File: src/rtl/rf_write_arbiter_if.sv
// Writeback request bundle for the register-file write arbiter.
// Two independent valid/ready request channels (req0 = execute, req1 = load).
// The master modport is the writeback sources' view; the slave modport is the
// arbiter's view.
interface rf_write_arbiter_if #(
  parameter int RF_ADDR_LEN = 5,
  parameter int RF_DATA_LEN = 32
);

  logic                   req0_valid;
  logic [RF_ADDR_LEN-1:0] req0_addr;
  logic [RF_DATA_LEN-1:0] req0_data;
  logic                   req0_ready;

  logic                   req1_valid;
  logic [RF_ADDR_LEN-1:0] req1_addr;
  logic [RF_DATA_LEN-1:0] req1_data;
  logic                   req1_ready;

  // Writeback sources drive requests and observe the grant.
  modport master (
    output req0_valid, req0_addr, req0_data,
    output req1_valid, req1_addr, req1_data,
    input  req0_ready, req1_ready
  );

  // The arbiter observes requests and returns the grant.
  modport slave (
    input  req0_valid, req0_addr, req0_data,
    input  req1_valid, req1_addr, req1_data,
    output req0_ready, req1_ready
  );

endinterface

File: src/rtl/rf_write_arbiter.sv
// Register-file write-port arbiter.
// Two writeback sources share one register-file write port. A round-robin
// pointer picks the winner when both are valid; the winning write is captured
// in a single-entry output stage that drives the register file directly.
// Writes to x0 complete the handshake but never raise the write enable.
// The output stage is also exposed to decode as a forwarding source, and a
// saturating counter records how many cycles both sources collided.
module rf_write_arbiter #(
  parameter int RF_ADDR_LEN = 5,
  parameter int RF_DATA_LEN = 32,
  parameter int CNT_LEN     = 16
) (
  input  logic                   clk,
  input  logic                   rst_n,

  rf_write_arbiter_if.slave      req,

  output logic                   w_en,
  output logic [RF_ADDR_LEN-1:0] rd_addr,
  output logic [RF_DATA_LEN-1:0] rd_write_data,

  input  logic [RF_ADDR_LEN-1:0] rs1_addr,
  input  logic [RF_ADDR_LEN-1:0] rs2_addr,
  output logic                   fwd1_hit,
  output logic                   fwd2_hit,
  output logic [RF_DATA_LEN-1:0] fwd1_data,
  output logic [RF_DATA_LEN-1:0] fwd2_data,

  output logic [CNT_LEN-1:0]     contention_cnt
);

  localparam logic [CNT_LEN-1:0]     CNT_MAX   = '1;
  localparam logic [RF_ADDR_LEN-1:0] ADDR_ZERO = '0;

  // Round-robin pointer: 0 favours req0, 1 favours req1 on contention.
  logic                   prio_q, prio_d;

  // Output stage feeding the register-file write port.
  logic                   w_en_q, w_en_d;
  logic [RF_ADDR_LEN-1:0] rd_addr_q, rd_addr_d;
  logic [RF_DATA_LEN-1:0] rd_data_q, rd_data_d;

  logic [CNT_LEN-1:0]     cnt_q, cnt_d;

  logic                   both_valid;
  logic                   grant0;
  logic                   grant1;
  logic                   xfer0;
  logic                   xfer1;
  logic                   xfer;
  logic [RF_ADDR_LEN-1:0] win_addr;
  logic [RF_DATA_LEN-1:0] win_data;

  assign both_valid = req.req0_valid & req.req1_valid;

  // Grant: a lone requester always wins; on a tie the pointer decides.
  always_comb begin
    grant0 = 1'b0;
    grant1 = 1'b0;
    if (both_valid) begin
      grant0 = ~prio_q;
      grant1 =  prio_q;
    end else if (req.req0_valid) begin
      grant0 = 1'b1;
    end else if (req.req1_valid) begin
      grant1 = 1'b1;
    end
  end

  // Ready is purely combinational and only ever asserted for a valid request,
  // so a ready is a completed transfer at the next edge.
  assign xfer0 = req.req0_valid & grant0;
  assign xfer1 = req.req1_valid & grant1;
  assign xfer  = xfer0 | xfer1;

  assign req.req0_ready = xfer0;
  assign req.req1_ready = xfer1;

  // Mux the winning request's payload.
  always_comb begin
    win_addr = req.req0_addr;
    win_data = req.req0_data;
    if (xfer1) begin
      win_addr = req.req1_addr;
      win_data = req.req1_data;
    end
  end

  // Next-state: pointer hands priority to the other source after a transfer;
  // the output stage pulses w_en for one cycle per non-x0 write and otherwise
  // holds address/data so the forwarding compare stays stable.
  always_comb begin
    prio_d    = prio_q;
    w_en_d    = 1'b0;
    rd_addr_d = rd_addr_q;
    rd_data_d = rd_data_q;
    cnt_d     = cnt_q;

    if (xfer0) begin
      prio_d = 1'b1;
    end else if (xfer1) begin
      prio_d = 1'b0;
    end

    if (xfer && (win_addr != ADDR_ZERO)) begin
      w_en_d    = 1'b1;
      rd_addr_d = win_addr;
      rd_data_d = win_data;
    end

    if (both_valid && (cnt_q != CNT_MAX)) begin
      cnt_d = cnt_q + 1'b1;
    end
  end

  // State registers; async reset discards any in-flight write immediately.
  always_ff @(posedge clk or negedge rst_n) begin
    if (!rst_n) begin
      prio_q    <= 1'b0;
      w_en_q    <= 1'b0;
      rd_addr_q <= '0;
      rd_data_q <= '0;
      cnt_q     <= '0;
    end else begin
      prio_q    <= prio_d;
      w_en_q    <= w_en_d;
      rd_addr_q <= rd_addr_d;
      rd_data_q <= rd_data_d;
      cnt_q     <= cnt_d;
    end
  end

  assign w_en           = w_en_q;
  assign rd_addr        = rd_addr_q;
  assign rd_write_data  = rd_data_q;
  assign contention_cnt = cnt_q;

  // Forwarding: only the write sitting in the output stage is visible here;
  // once committed, decode reads it from the register file. x0 never hits.
  always_comb begin
    fwd1_hit  = w_en_q && (rd_addr_q == rs1_addr) && (rs1_addr != ADDR_ZERO);
    fwd2_hit  = w_en_q && (rd_addr_q == rs2_addr) && (rs2_addr != ADDR_ZERO);
    fwd1_data = fwd1_hit ? rd_data_q : '0;
    fwd2_data = fwd2_hit ? rd_data_q : '0;
  end

endmodule
File: src/flat_wrapper.sv
// flat-port wrapper written by rule: the top's interface ports become plain ports
module rf_write_arbiter_flat 
#(
  parameter int RF_ADDR_LEN = 5,
  parameter int RF_DATA_LEN = 32,
  parameter int CNT_LEN     = 16
)
  (clk, rst_n, w_en, rd_addr, rd_write_data, rs1_addr, rs2_addr, fwd1_hit, fwd2_hit, fwd1_data, fwd2_data, contention_cnt, req_req0_valid, req_req0_addr, req_req0_data, req_req1_valid, req_req1_addr, req_req1_data, req_req0_ready, req_req1_ready);
  rf_write_arbiter_if #(.RF_ADDR_LEN(RF_ADDR_LEN), .RF_DATA_LEN(RF_DATA_LEN)) req_i ();
  input  logic clk;
  input  logic rst_n;
  output logic w_en;
  output logic [RF_ADDR_LEN-1:0] rd_addr;
  output logic [RF_DATA_LEN-1:0] rd_write_data;
  input  logic [RF_ADDR_LEN-1:0] rs1_addr;
  input  logic [RF_ADDR_LEN-1:0] rs2_addr;
  output logic fwd1_hit;
  output logic fwd2_hit;
  output logic [RF_DATA_LEN-1:0] fwd1_data;
  output logic [RF_DATA_LEN-1:0] fwd2_data;
  output logic [CNT_LEN-1:0] contention_cnt;
  input wire logic [$bits(req_i.req0_valid)-1:0] req_req0_valid;
  input wire logic [$bits(req_i.req0_addr)-1:0] req_req0_addr;
  input wire logic [$bits(req_i.req0_data)-1:0] req_req0_data;
  input wire logic [$bits(req_i.req1_valid)-1:0] req_req1_valid;
  input wire logic [$bits(req_i.req1_addr)-1:0] req_req1_addr;
  input wire logic [$bits(req_i.req1_data)-1:0] req_req1_data;
  output wire logic [$bits(req_i.req0_ready)-1:0] req_req0_ready;
  output wire logic [$bits(req_i.req1_ready)-1:0] req_req1_ready;
  assign req_i.req0_valid = req_req0_valid;
  assign req_i.req0_addr = req_req0_addr;
  assign req_i.req0_data = req_req0_data;
  assign req_i.req1_valid = req_req1_valid;
  assign req_i.req1_addr = req_req1_addr;
  assign req_i.req1_data = req_req1_data;
  assign req_req0_ready = req_i.req0_ready;
  assign req_req1_ready = req_i.req1_ready;
  rf_write_arbiter #(.RF_ADDR_LEN(RF_ADDR_LEN), .RF_DATA_LEN(RF_DATA_LEN), .CNT_LEN(CNT_LEN)) u_core (.clk(clk), .rst_n(rst_n), .req(req_i), .w_en(w_en), .rd_addr(rd_addr), .rd_write_data(rd_write_data), .rs1_addr(rs1_addr), .rs2_addr(rs2_addr), .fwd1_hit(fwd1_hit), .fwd2_hit(fwd2_hit), .fwd1_data(fwd1_data), .fwd2_data(fwd2_data), .contention_cnt(contention_cnt));
endmodule
File: config.mk
export PLATFORM = sky130hd
export DESIGN_NAME = rf_write_arbiter_flat
export DESIGN_NICKNAME = d
export VERILOG_FILES = /design/src/rtl/rf_write_arbiter_if.sv /design/src/rtl/rf_write_arbiter.sv /design/src/flat_wrapper.sv
export SDC_FILE = /design/constraint.sdc
export NUM_CORES = 1
export LEC_CHECK = 0
export BUFFER_PORTS_ARGS = -buffer_cell sky130_fd_sc_hd__buf_2
export CORE_MARGIN = 10
export CORE_UTILIZATION = 25
export CTS_CLUSTER_SIZE = 10
export DETAILED_ROUTE_END_ITERATION = 12
export GPL_ROUTABILITY_DRIVEN = 0
export HOLD_SLACK_MARGIN = 0.06
export SYNTH_ARGS = -nofsm -noshare
export SYNTH_HDL_FRONTEND = slang
export SYNTH_SLANG_ARGS = --single-unit
export TNS_END_PERCENT = 10
File: constraint.sdc
create_clock -name clk -period 2.1 [get_ports clk]
set_clock_uncertainty 0.05 [all_clocks]
set_input_delay 0.21 -clock clk [delete_from_list [all_inputs] [get_ports clk]]
set_output_delay 0.21 -clock clk [all_outputs]
set_load 0.005 [all_outputs]
======== Word level (Yosys, flattened, before mapping) ========
Cells that the tools add are included.
operators by class
  bitwise gates (word level) .............. 5
  reduce and logical (&&, ||, !) cells .... 10
  eq/ne operators ......................... 3
  add/subtract/negate cells ............... 1
  multiplexer cells ....................... 12
operators with widths
  cell                   number
  $mux 32                3
  $add 16x1->16 const B  1
  $ne 16x16->1 const B   1
  $reduce_bool 5->1      3
  $eq 5x5->1             2
  $mux 1                 8
  $logic_and 1x1->1      6
  $mux 5                 1
  $and 1x1->1            3
  $reduce_bool 2->1      1
  $not 1->1              1
  $or 1x1->1             1
word-level totals
  input bits .............................. 88
  register bits ........................... 55
  logic and storage cells ................. 36
  output and inout bits ................... 122

======== Longest topological paths before layout ========
Gate-level depths: netlist (run 1).
  depth in word-level cells ............... 8
  gate-level depth with buffers ........... 8
  depth with buffers taken out ............ 6

======== Worst setup path before layout (run 1) ========
No wires, ideal clock.
  path kind ............................... flip-flop to output port
  start point ............................. register u_core.rd_addr_q[2], in the netlist u_core.rd_addr[2]
  end point ............................... output fwd2_data[22]
  path slack .............................. 0.388 ns
  required time ........................... 1.840 ns
  arrival ................................. 1.452 ns
  buffers on the path ..................... 1
  cell stages (with the launch flop) ...... 7
  cell sequence ........................... dfrtp_1 -> xor2_1 -> nor3_1 -> nand3_1 -> nor2_1 -> clkbuf_1 -> and2_1
between the ends
  cells in the longest elaborated chain, start to end .. 4
RTL lines
  element                          RTL line                 text
  start, declared                  rf_write_arbiter.sv:40   logic [RF_ADDR_LEN-1:0] rd_addr_q, rd_addr_d;
  start signal, assigned           rf_write_arbiter.sv:127  rd_addr_q <= rd_addr_d;
  $eq 5x5->1                       rf_write_arbiter.sv:142  fwd2_hit = w_en_q && (rd_addr_q == rs2_addr) && (rs2_addr != ADDR_ZERO);
  $logic_and 1x1->1 (2 in series)  rf_write_arbiter.sv:142
  via fwd2_hit                     flat_wrapper.sv:18       output logic fwd2_hit;
  $mux 32                          rf_write_arbiter.sv:144  fwd2_data = fwd2_hit ? rd_data_q : '0;
  end, declared                    flat_wrapper.sv:20       output logic [RF_DATA_LEN-1:0] fwd2_data;
The timed path passes the listed nets, and every way through them passes these cells.

======== Final worst setup path (run 1) ========
  start point ............................. register u_core.rd_addr_q[4], in the netlist u_core.rd_addr[4]
  end point ............................... output fwd1_data[30]
between the ends
  cells in the longest elaborated chain, start to end .. 4
RTL lines
  element                          RTL line                 text
  $eq 5x5->1                       rf_write_arbiter.sv:141  fwd1_hit = w_en_q && (rd_addr_q == rs1_addr) && (rs1_addr != ADDR_ZERO);
  $logic_and 1x1->1 (2 in series)  rf_write_arbiter.sv:141
  $mux 32                          rf_write_arbiter.sv:143  fwd1_data = fwd1_hit ? rd_data_q : '0;
  end, declared                    flat_wrapper.sv:19       output logic [RF_DATA_LEN-1:0] fwd1_data;
No other way between the ends.

==> run metrics, run 1 <==
CTS Buffer Depth=2; Max Freq=481 MHz; total grt overflow=0; post-synth top area cell=dfrtp_1; CORE AREA=13,100 µm²; Area contributors post-synth=dfrtp_1 41%, and2_1 12%, mux2i_1 11%; I/O pin count=210; WL final=13.0 mm; die width=135 µm; post-synthesis register bit count=55; IO buf count=209; top-count cell post-synth=and2_1; total CTS buffers=5; CP required=1.84 ns; Worst VDD drop=491 µV; setup total negative slack=0 ns; Die Footprint=18,300 µm²; Clock Latency Late Sink=0.29 ns; Initial DRC Count=95; CP Max Fanout=16; effective utilization at floorplan=25.4%; post-synth cell types=43; Max stage delay on crit path=0.46 ns; EDFF count, synth=0; Hold Fails Final Rpt=0; Post-synth ARST share=100%; power per cell area=652 nW/µm²; Post-DP Area=4600 µm²; Syn Area/Cell=9.52 µm²; crit path DAT=1.82 ns; CTS H-Tree Depth=2; clock sink count=55; Final Critical Period=2.08 ns; layout cells sized above 1=47.5%; vias per cell=4.66; CP dominant cell by count=buf_12; CTS tree=done; Pins Over Slew Limit=0; initial antenna violation count=1; RSZ-0062 raised after global routing=true; Post-DP HPWL=9.70 mm; top cell type's share of synthesized area=41.3%; Synth Warn #=0; period utilisation layout=99.0%; Routed Antenna Nets=0; DRC=0; final core occ=37.7%; crit path kind=reg2out; crit path cell chain=nor3_1, a21oi_1, nor3_4, buf_12, buf_12, and2_1, buf_2; outcome=finished clean; Vert. Die Dim=135 µm; Synth Instances=350; vias in the first global route=3,610; Seq/Total Area, Yosys=41.3%; Std-Cell Rows=42; max cap viols=0; Fin Hold WS=0.138 ns; startpoint types=flip-flop; wire length per cell=17.5 µm; Worst Setup End Kind=output pin; syn_nets=439; Synth Flop Type=dfrtp_1; Root Buffer=clkbuf_16; DRT Pass-1 Iters=4; most frequent cells after synthesis=66 x and2_1, 55 x dfrtp_1, 39 x o21ai_0, 36 x mux2i_1, 18 x o21ai_1; final layout net count=650; slew margin rel.=77.3%; static leakage=2.67 nW; Slew @ Worst Pin=0.340 ns; mapped cell area=3330 µm²; post-route cell area=4960 µm²; clock-pin slew on the worst setup and hold paths=0.07 ns; GR Util All Layers=13.1%; pin count of the biggest net entering global routing=35; Area growth syn-to-layout=48.8%; via count=3,445; CP max stage cell=dfrtp_1; Setup violations, final=0; first-pass GRT wire length=19.5 mm; Min-Delay Path Class=in2reg
[where the power goes]
part / switching (W) / internal (W) / total, W
Combinational: 0.000395 / 0.000406 / 0.000802
Clock: 0.000371 / 0.000684 / 0.00106
Sequential: 0.000168 / 0.00121 / 0.00138
[final cells by class]
class	instances	area (µm²)
fill	1348	8180
tap	176	220
timing repair buffer	226	1280
sequential	55	1380
multi-input combinational	270	1880
inverter	3	11.3
antenna	1	2.50
clock buffer	6	129
clock inverter	2	60.1
[critical path, delay by kind of cell (launching register included)]
kind,cells,cell delay [ns]
flip-flops,1,0.46
AND/OR/NAND/NOR,3,0.58
buffers and inverters,3,0.39
AO/OA/AOI/OAI,1,0.10
[cells in the final DEF, fill, tap and decap left out, drive strengths merged, types with 5 or more instances in the layout]
cell type,n
o21ai,67
nor2,9
a21oi,9
nand2,13
nand4,5
mux2i,36
nor3,7
buf,225
nand3,7
and2,66
xor2,7
xnor2,11
clkbuf,6
dfrtp,55
[final timing paths]
| path | startpoint | endpoint | slack (ns) | cells past startpoint |
|---|---|---|---|---|
| min in group asynchronous | rst_n | u_core.rd_write_data[29] | 0.27 | 2 |
| hold / removal | req_req1_data[5] | u_core.rd_write_data[5] | 0.14 | 3 |
| hold reg to reg | u_core.contention_cnt[10] | u_core.contention_cnt[10] | 0.44 | 1 |
| max in group asynchronous | rst_n | u_core.rd_addr[3] | 1.12 | 3 |
| setup / recovery | u_core.rd_addr[4] | fwd1_data[30] | 0.02 | 7 |
| setup reg to reg | u_core.prio_q | u_core.rd_write_data[14] | 0.27 | 6 |
[registers in the layout, summed over array words and instances, names as in the netlist]
signal and count:
u_core.rd_addr 5, u_core.prio_q 1, u_core.contention_cnt 16, u_core.w_en 1
u_core.rd_write_data 32
[layer usage]
layer,share of wire (%),wire length (µm),track usage (%)
met1,39,5080,14.5
met2,51,6640,23.8
met3,8.5,1100,4.27
met4,0.97,126,2.99
met5,0,0,0
[metrics by stage]
step / setup slack (ns) / total power, W / std cells
final: 0.0220 / 0.00323 / 739
after global routing: -0.0783 / 0.00345 / 738
after CTS: -0.00881 / 0.00331 / 739
after detailed placement: 0.246 / 0.00216 / 722
after global placement: 0.290 / 0.00213 / 722
after floorplan: 0.388 / 0.00174 / 350
[logic make-up (layout without fill, tap and decap cells)]
kind of cell / count (synthesis) / count (layout) / synth area share [%]
other: 0 / 1 / 0
buffers and inverters: 25 / 237 / 3.87
multiplexers: 38 / 38 / 11.5
adder cells (fa/ha/maj): 1 / 1 / 0.375
AND/OR/NAND/NOR: 124 / 124 / 21.6
AO/OA/AOI/OAI: 89 / 89 / 16.7
XOR/XNOR: 18 / 18 / 4.73
flip-flops: 55 / 55 / 41.3
[what timing repair did]
action | CTS | global route
buffers inserted | 5 | 0
cloned | 3 | 0
pin swaps | 9 | 5
resized for setup | 18 | 4
endpoints found under the setup margin | 16 | 65
endpoints found under the hold margin | 8 | 0
hold buffers | 1 | 0
(Power assumes the default switching activity.)
==> run 2: changes to the inputs <==
Settings changed: CORE_MARGIN 10 to 3, HOLD_SLACK_MARGIN 0.06 to unset.
==> run metrics, run 2 (synthesis results as in run 1) <==
outcome=finished, violations left; failing checks=negative setup slack; crit path kind=reg2out; vias per cell=4.59 (-1.6%); die width=121 µm (-10%); Worst R2R Setup Slack=0.25 ns (-0.02 ns); wire length per cell=14.7 µm (-16%); HP Start=req_req1_data[5]; Root Buffer=clkbuf_16; Slew @ Worst Pin=0.628 ns (+0.288 ns); Routed Antenna Nets=0 (unchanged); I/O pin count=210 (unchanged); effective utilization at floorplan=26.0% (+0.62 points); met2 WL=5.61 mm (-16%); Post-DP HPWL=8.38 mm (-14%); final layout net count=644 (-0.92%); Layout Cells excl Fill=728 (-1.5%); Min-Delay Path Class=in2reg; initial antenna violation count=0 (-1); GR Util All Layers=13.8% (+0.65 points); period utilisation layout=100% (+1.0 points); post-route cell area=4810 µm² (-3.1%); CORE AREA=12,800 µm² (-2.4%); commonest non-fill, non-tap cell in the layout=buf_2; setup total negative slack=-0.0000182 ns (-0.0000182 ns); Final Critical Period=2.10 ns (+0.0220 ns); Max stage delay on crit path=0.45 ns (about the same); WL final=10.7 mm (-17%); CTS Buffer Depth=2 (unchanged); via count=3,340 (-3.0%); Top Layer Used=met4; Pins Over Slew Limit=0 (unchanged); DRC=0 (unchanged); crit path cell chain=xor2_1, nor3_1, nand3_1, nor2_2, buf_12, and2_1, buf_2; first-pass GRT wire length=16.5 mm (-16%); power per cell area=659 nW/µm² (+1.1%); max cap viols=0 (unchanged); Critical Path Start=u_core.rd_addr[2]; wl on met1=4.25 mm (-16%); CP top delay family=simple AND/OR/NAND/NOR gates; slew margin rel.=58.1% (-19 points); Hold Fails Final Rpt=0 (unchanged); Setup violations, final=1 (+1); setup bufs post-CTS=0 (-5); Power, Total=0.00317 W (-1.9%); Max Freq=476 MHz (-1.0%); reg-to-reg critical path endpoint=u_core.contention_cnt[10]; startpoint types=flip-flop; commonest non-fill, non-tap cells in the layout=209 x buf_2, 66 x and2_1, 54 x dfrtp_1, 39 x o21ai_0, 36 x mux2i_1; crit path DAT=1.84 ns (+0.02 ns); CP Depth=7 (unchanged); Vert. Die Dim=121 µm (-10%); Initial DRC Count=114 (+20%); vias in the first global route=3,408 (-5.6%); metal3 WL=787 µm (-29%); total CTS buffers=5 (unchanged); CP Max Fanout=33 (+17); CTS H-Tree Depth=2 (unchanged); Reg-to-Reg Start=u_core.contention_cnt[0]; pin count of the biggest net entering global routing=34 (-2.9%); RSZ-0062 raised after global routing=true; DRT Pass-1 Iters=5 (+1); crit path to=fwd2_data[6]; Std-Cell Rows=41 (-2.4%); Die Footprint=14,700 µm² (-20%); CP required=1.84 ns (about the same); Worst Setup End Kind=output pin; setup ws final=-0.0000182 ns (-0.0220 ns); crit path buf inv count=2 (-1); Post-DP Area=4600 µm² (about the same); Clock Latency Late Sink=0.28 ns (about the same); static leakage=2.61 nW (-2.3%); total grt overflow=0 (unchanged); placed cells=719 (-0.42%); max FFs per register=32 (unchanged); Reg2Reg Depth=6 (unchanged); layout cells sized above 1=45.9% (-1.6 points); CP max stage cell=dfrtp_2; CTS tree=done; clock-pin slew on the worst setup and hold paths=0.07 ns (about the same); # diodes=0 (-1); Area growth syn-to-layout=44.2%; Fill cells=1,302 (-3.4%); clock sink count=55 (unchanged); IO buf count=209 (unchanged); Worst VDD drop=422 µV (-14%)
run 2: changes by cell type in the layout (fill, tap and decap cells not counted), sizes merged:
cell   previous run  this run
buf             225       219
diode             1         0
run 2: timing repair:
| item | in CTS | in global routing |
|---|---|---|
| endpoints found under the setup margin | 32 | 65 |
| hold endpoints to repair | 25 | 0 |
| hold buffers | 1 | 0 |
| resized for setup | 1 | 2 |
| pin swaps | 7 | 0 |
run 2: area by class of cell:
type	count	area, µm²	area share, %
Timing Repair Buffer	220	1180	24.5
Inverter	3	11.3	0.234
Clock buffer	6	129	2.68
Tap cell	172	215	4.48
Sequential cell	55	1380	28.7
Multi-Input combinational cell	270	1840	38.2
Clock inverter	2	60.1	1.25
run 2: how the worst min path moves through the flow:
stage                                     to  cells after the start
detailed placement   u_core.rd_write_data[1]                      1
global route         u_core.rd_write_data[4]                      3
global placement     u_core.rd_write_data[1]                      1
finish               u_core.rd_write_data[5]                      3
floorplan           u_core.contention_cnt[0]                      0
CTS                  u_core.rd_write_data[5]                      3
run 2: power breakdown:
part	leakage [nW]	internal (W)	switching, W
registers	0.678	0.00121	0.000173
logic	1.84	0.000382	0.000362
clock network	0.0911	0.000684	0.000361
total	2.61	0.00227	0.000896
run 2: tightest hold or removal path, delay by kind of cell:
| family | cells | cell delay, ns |
|---|---|---|
| buffers and inverters | 1 | 0.08 |
| AOI/OAI and AO/OA | 1 | 0.10 |
| muxes | 1 | 0.06 |
run 2: layer usage:
layer,up-vias,GRT usage [%]
met5,-,0
met2,140,26.2
met4,0,2.73
met1,1560,15.7
li1,1634,-
met3,6,2.89
run 2: per-stage QoR:
| stage | worst slack [ns] | util (%) | hold slack, ns |
|---|---|---|---|
| after floorplan | 0.388 | - | -0.136 |
| after global placement | 0.300 | 35.9 | 0.203 |
| after detailed placement | 0.261 | 35.9 | 0.215 |
| after CTS | -0.0246 | 37.4 | 0.137 |
| after global routing | -0.102 | 37.5 | 0.149 |
| final | -0.0000182 | 37.5 | 0.149 |
==> run 3: changes to the inputs <==
--- a/config.mk
+++ b/config.mk
@@ -8,8 +8,9 @@
 export BUFFER_PORTS_ARGS = -buffer_cell sky130_fd_sc_hd__buf_2
 export CORE_MARGIN = 3
-export CORE_UTILIZATION = 25
+export CORE_UTILIZATION = 35
 export CTS_CLUSTER_SIZE = 10
 export DETAILED_ROUTE_END_ITERATION = 12
 export GPL_ROUTABILITY_DRIVEN = 0
+export PLACE_DENSITY = 0.68
 export SYNTH_ARGS = -nofsm -noshare
 export SYNTH_HDL_FRONTEND = slang
==> constraint.sdc (replaced) <==
create_clock -name clk -period 2.1 [get_ports clk]
set_clock_uncertainty 0.05 [all_clocks]
set_input_delay 0.21 -clock clk [delete_from_list [all_inputs] [get_ports clk]]
set_output_delay 0.21 -clock clk [all_outputs]
set_load 0.01 [all_outputs]
==> run metrics, run 3 (synthesis results as in run 1) <==
power per cell area=585 nW/µm² (-11%); WL final=11.0 mm (+3.1%); Worst Setup End Kind=output pin; commonest non-fill, non-tap cells in the layout=208 x buf_2, 65 x and2_1, 51 x dfrtp_1, 39 x o21ai_0, 36 x mux2i_1; max cap viols=0 (unchanged); first-pass GRT wire length=17.2 mm (+4.1%); post-route cell area=4800 µm² (-0.18%); via count=3,479 (+4.2%); Final Critical Period=2.13 ns (+0.0250 ns); Post-DP Area=4560 µm² (-0.82%); clock-pin slew on the worst setup and hold paths=0.10 ns (+0.03 ns); DRT Pass-1 Iters=6 (+1); vias in the first global route=3,413 (+0.15%); crit path kind=reg2out; Layout Cells excl Fill=693 (-4.8%); Clock Latency Late Sink=0.30 ns (+0.02 ns); final core occ=53.4% (+16 points); total CTS buffers=5 (unchanged); Worst VDD drop=549 µV (+30%); Power, Total=0.00281 W (-11%); Post-DP HPWL=8.21 mm (-2.0%); Area growth syn-to-layout=44.0%; max FFs per register=32 (unchanged); Setup violations, final=18 (+17); Hold Fails Final Rpt=0 (unchanged); vias per cell=5.02 (+9.4%); startpoint types=flip-flop; effective utilization at floorplan=37.1% (+11 points); crit path DAT=1.87 ns (+0.03 ns); wire length per cell=15.9 µm (+8.3%); placed cells=675 (-6.1%); slew margin rel.=61.4% (+3.3 points); final layout net count=655 (+1.7%); pin count of the biggest net entering global routing=35 (+2.9%); Slew @ Worst Pin=0.579 ns (-0.0492 ns); period utilisation layout=101% (+1.2 points); clock sink count=55 (unchanged); GR Util All Layers=19.1% (+5.3 points); Initial DRC Count=114 (unchanged); failing checks=negative setup slack; # diodes=0 (unchanged); IO buf count=209 (unchanged); CP required=1.84 ns (about the same); Max Freq=471 MHz (-1.2%); Die Footprint=10,700 µm² (-27%); setup ws final=-0.0250 ns (-0.0250 ns); outcome=finished, violations left; total grt overflow=0 (unchanged); Std-Cell Rows=34 (-17%); CTS H-Tree Depth=2 (unchanged); commonest non-fill, non-tap cell in the layout=buf_2; Vert. Die Dim=104 µm (-15%); CTS tree=done; CORE AREA=8980 µm² (-30%); Min-Delay Path Class=in2reg; initial antenna violation count=1 (+1); RSZ-0062 raised after global routing=true; die width=104 µm (-15%); CTS Buffer Depth=2 (unchanged); Routed Antenna Nets=0 (unchanged); static leakage=2.65 nW (+1.5%); I/O pin count=210 (unchanged); Root Buffer=clkbuf_8; DRC=0 (unchanged); CP Max Fanout=15 (-55%); layout cells sized above 1=48.7% (+2.8 points); Pins Over Slew Limit=0 (unchanged)
==> run 3: what timing repair did <==
item	in CTS	in global routing
gates cloned	0	2
setup buffers	0	7
gates resized for setup	3	18
endpoints found under the setup margin	61	67
hold endpoints to repair	24	0
pin swaps	5	4
hold buffers	1	0
==> run 3: stage by stage <==
step	hold WS, ns	setup WS (ns)	TNS (ns)
floorplan	-0.136	0.270	0
global placement	0.180	0.328	0
detailed placement	0.191	0.199	0
CTS	0.113	-0.0190	-0.202
global route	0.122	-0.143	-7.33
finish	0.125	-0.0250	-0.234
==> run 3: worst max-delay path, stage by stage, from the launching register on <==
cell,delay (ns)
dfrtp_1,0.45
xnor2_1,0.18
nand2_1,0.11
nor3_4,0.26
buf_4,0.16
buf_8,0.14
and2_1,0.13
buf_2,0.13
==> run 3: layout make-up <==
cell class | instances | area (µm²)
Sequential cell | 55 | 1380
Clock inverter | 3 | 15.0
Multi-Input combinational cell | 270 | 1880
Fill cell | 852 | 4180
Timing Repair Buffer | 231 | 1280
Inverter | 3 | 11.3
Clock buffer | 5 | 68.8
Tap cell | 126 | 158
==> run 3: layer usage <==
layer | share of wire [%] | global-route usage [%] | vias to the layer above
li1 | - | - | 1654
met1 | 39 | 22.9 | 1638
met2 | 52 | 34.0 | 169
met3 | 7.4 | 4.91 | 16
met4 | 1.5 | 5.13 | 2
met5 | 0.12 | 0 | -
==> run 3: path summary, 6_finish.rpt <==
check	from	endpoint	slack [ns]	cells past startpoint
worst max-delay path	u_core.rd_addr[0]	fwd1_data[18]	-0.03	7
max in group asynchronous	rst_n	u_core.rd_addr[4]	1.03	3
worst min-delay path	req_req1_data[6]	u_core.rd_write_data[6]	0.12	3
worst max register to register	u_core.contention_cnt[0]	u_core.contention_cnt[10]	0.16	6
worst min register to register	u_core.prio_q	u_core.prio_q	0.45	1
min in group asynchronous	rst_n	u_core.contention_cnt[11]	0.37	2
==> run 3: where the power goes <==
part	switching (W)	internal, W	leakage, nW
Combinational	0.000451	0.000414	1.93
Clock	0.000336	0.000229	0.0477
Sequential	0.000169	0.00121	0.675
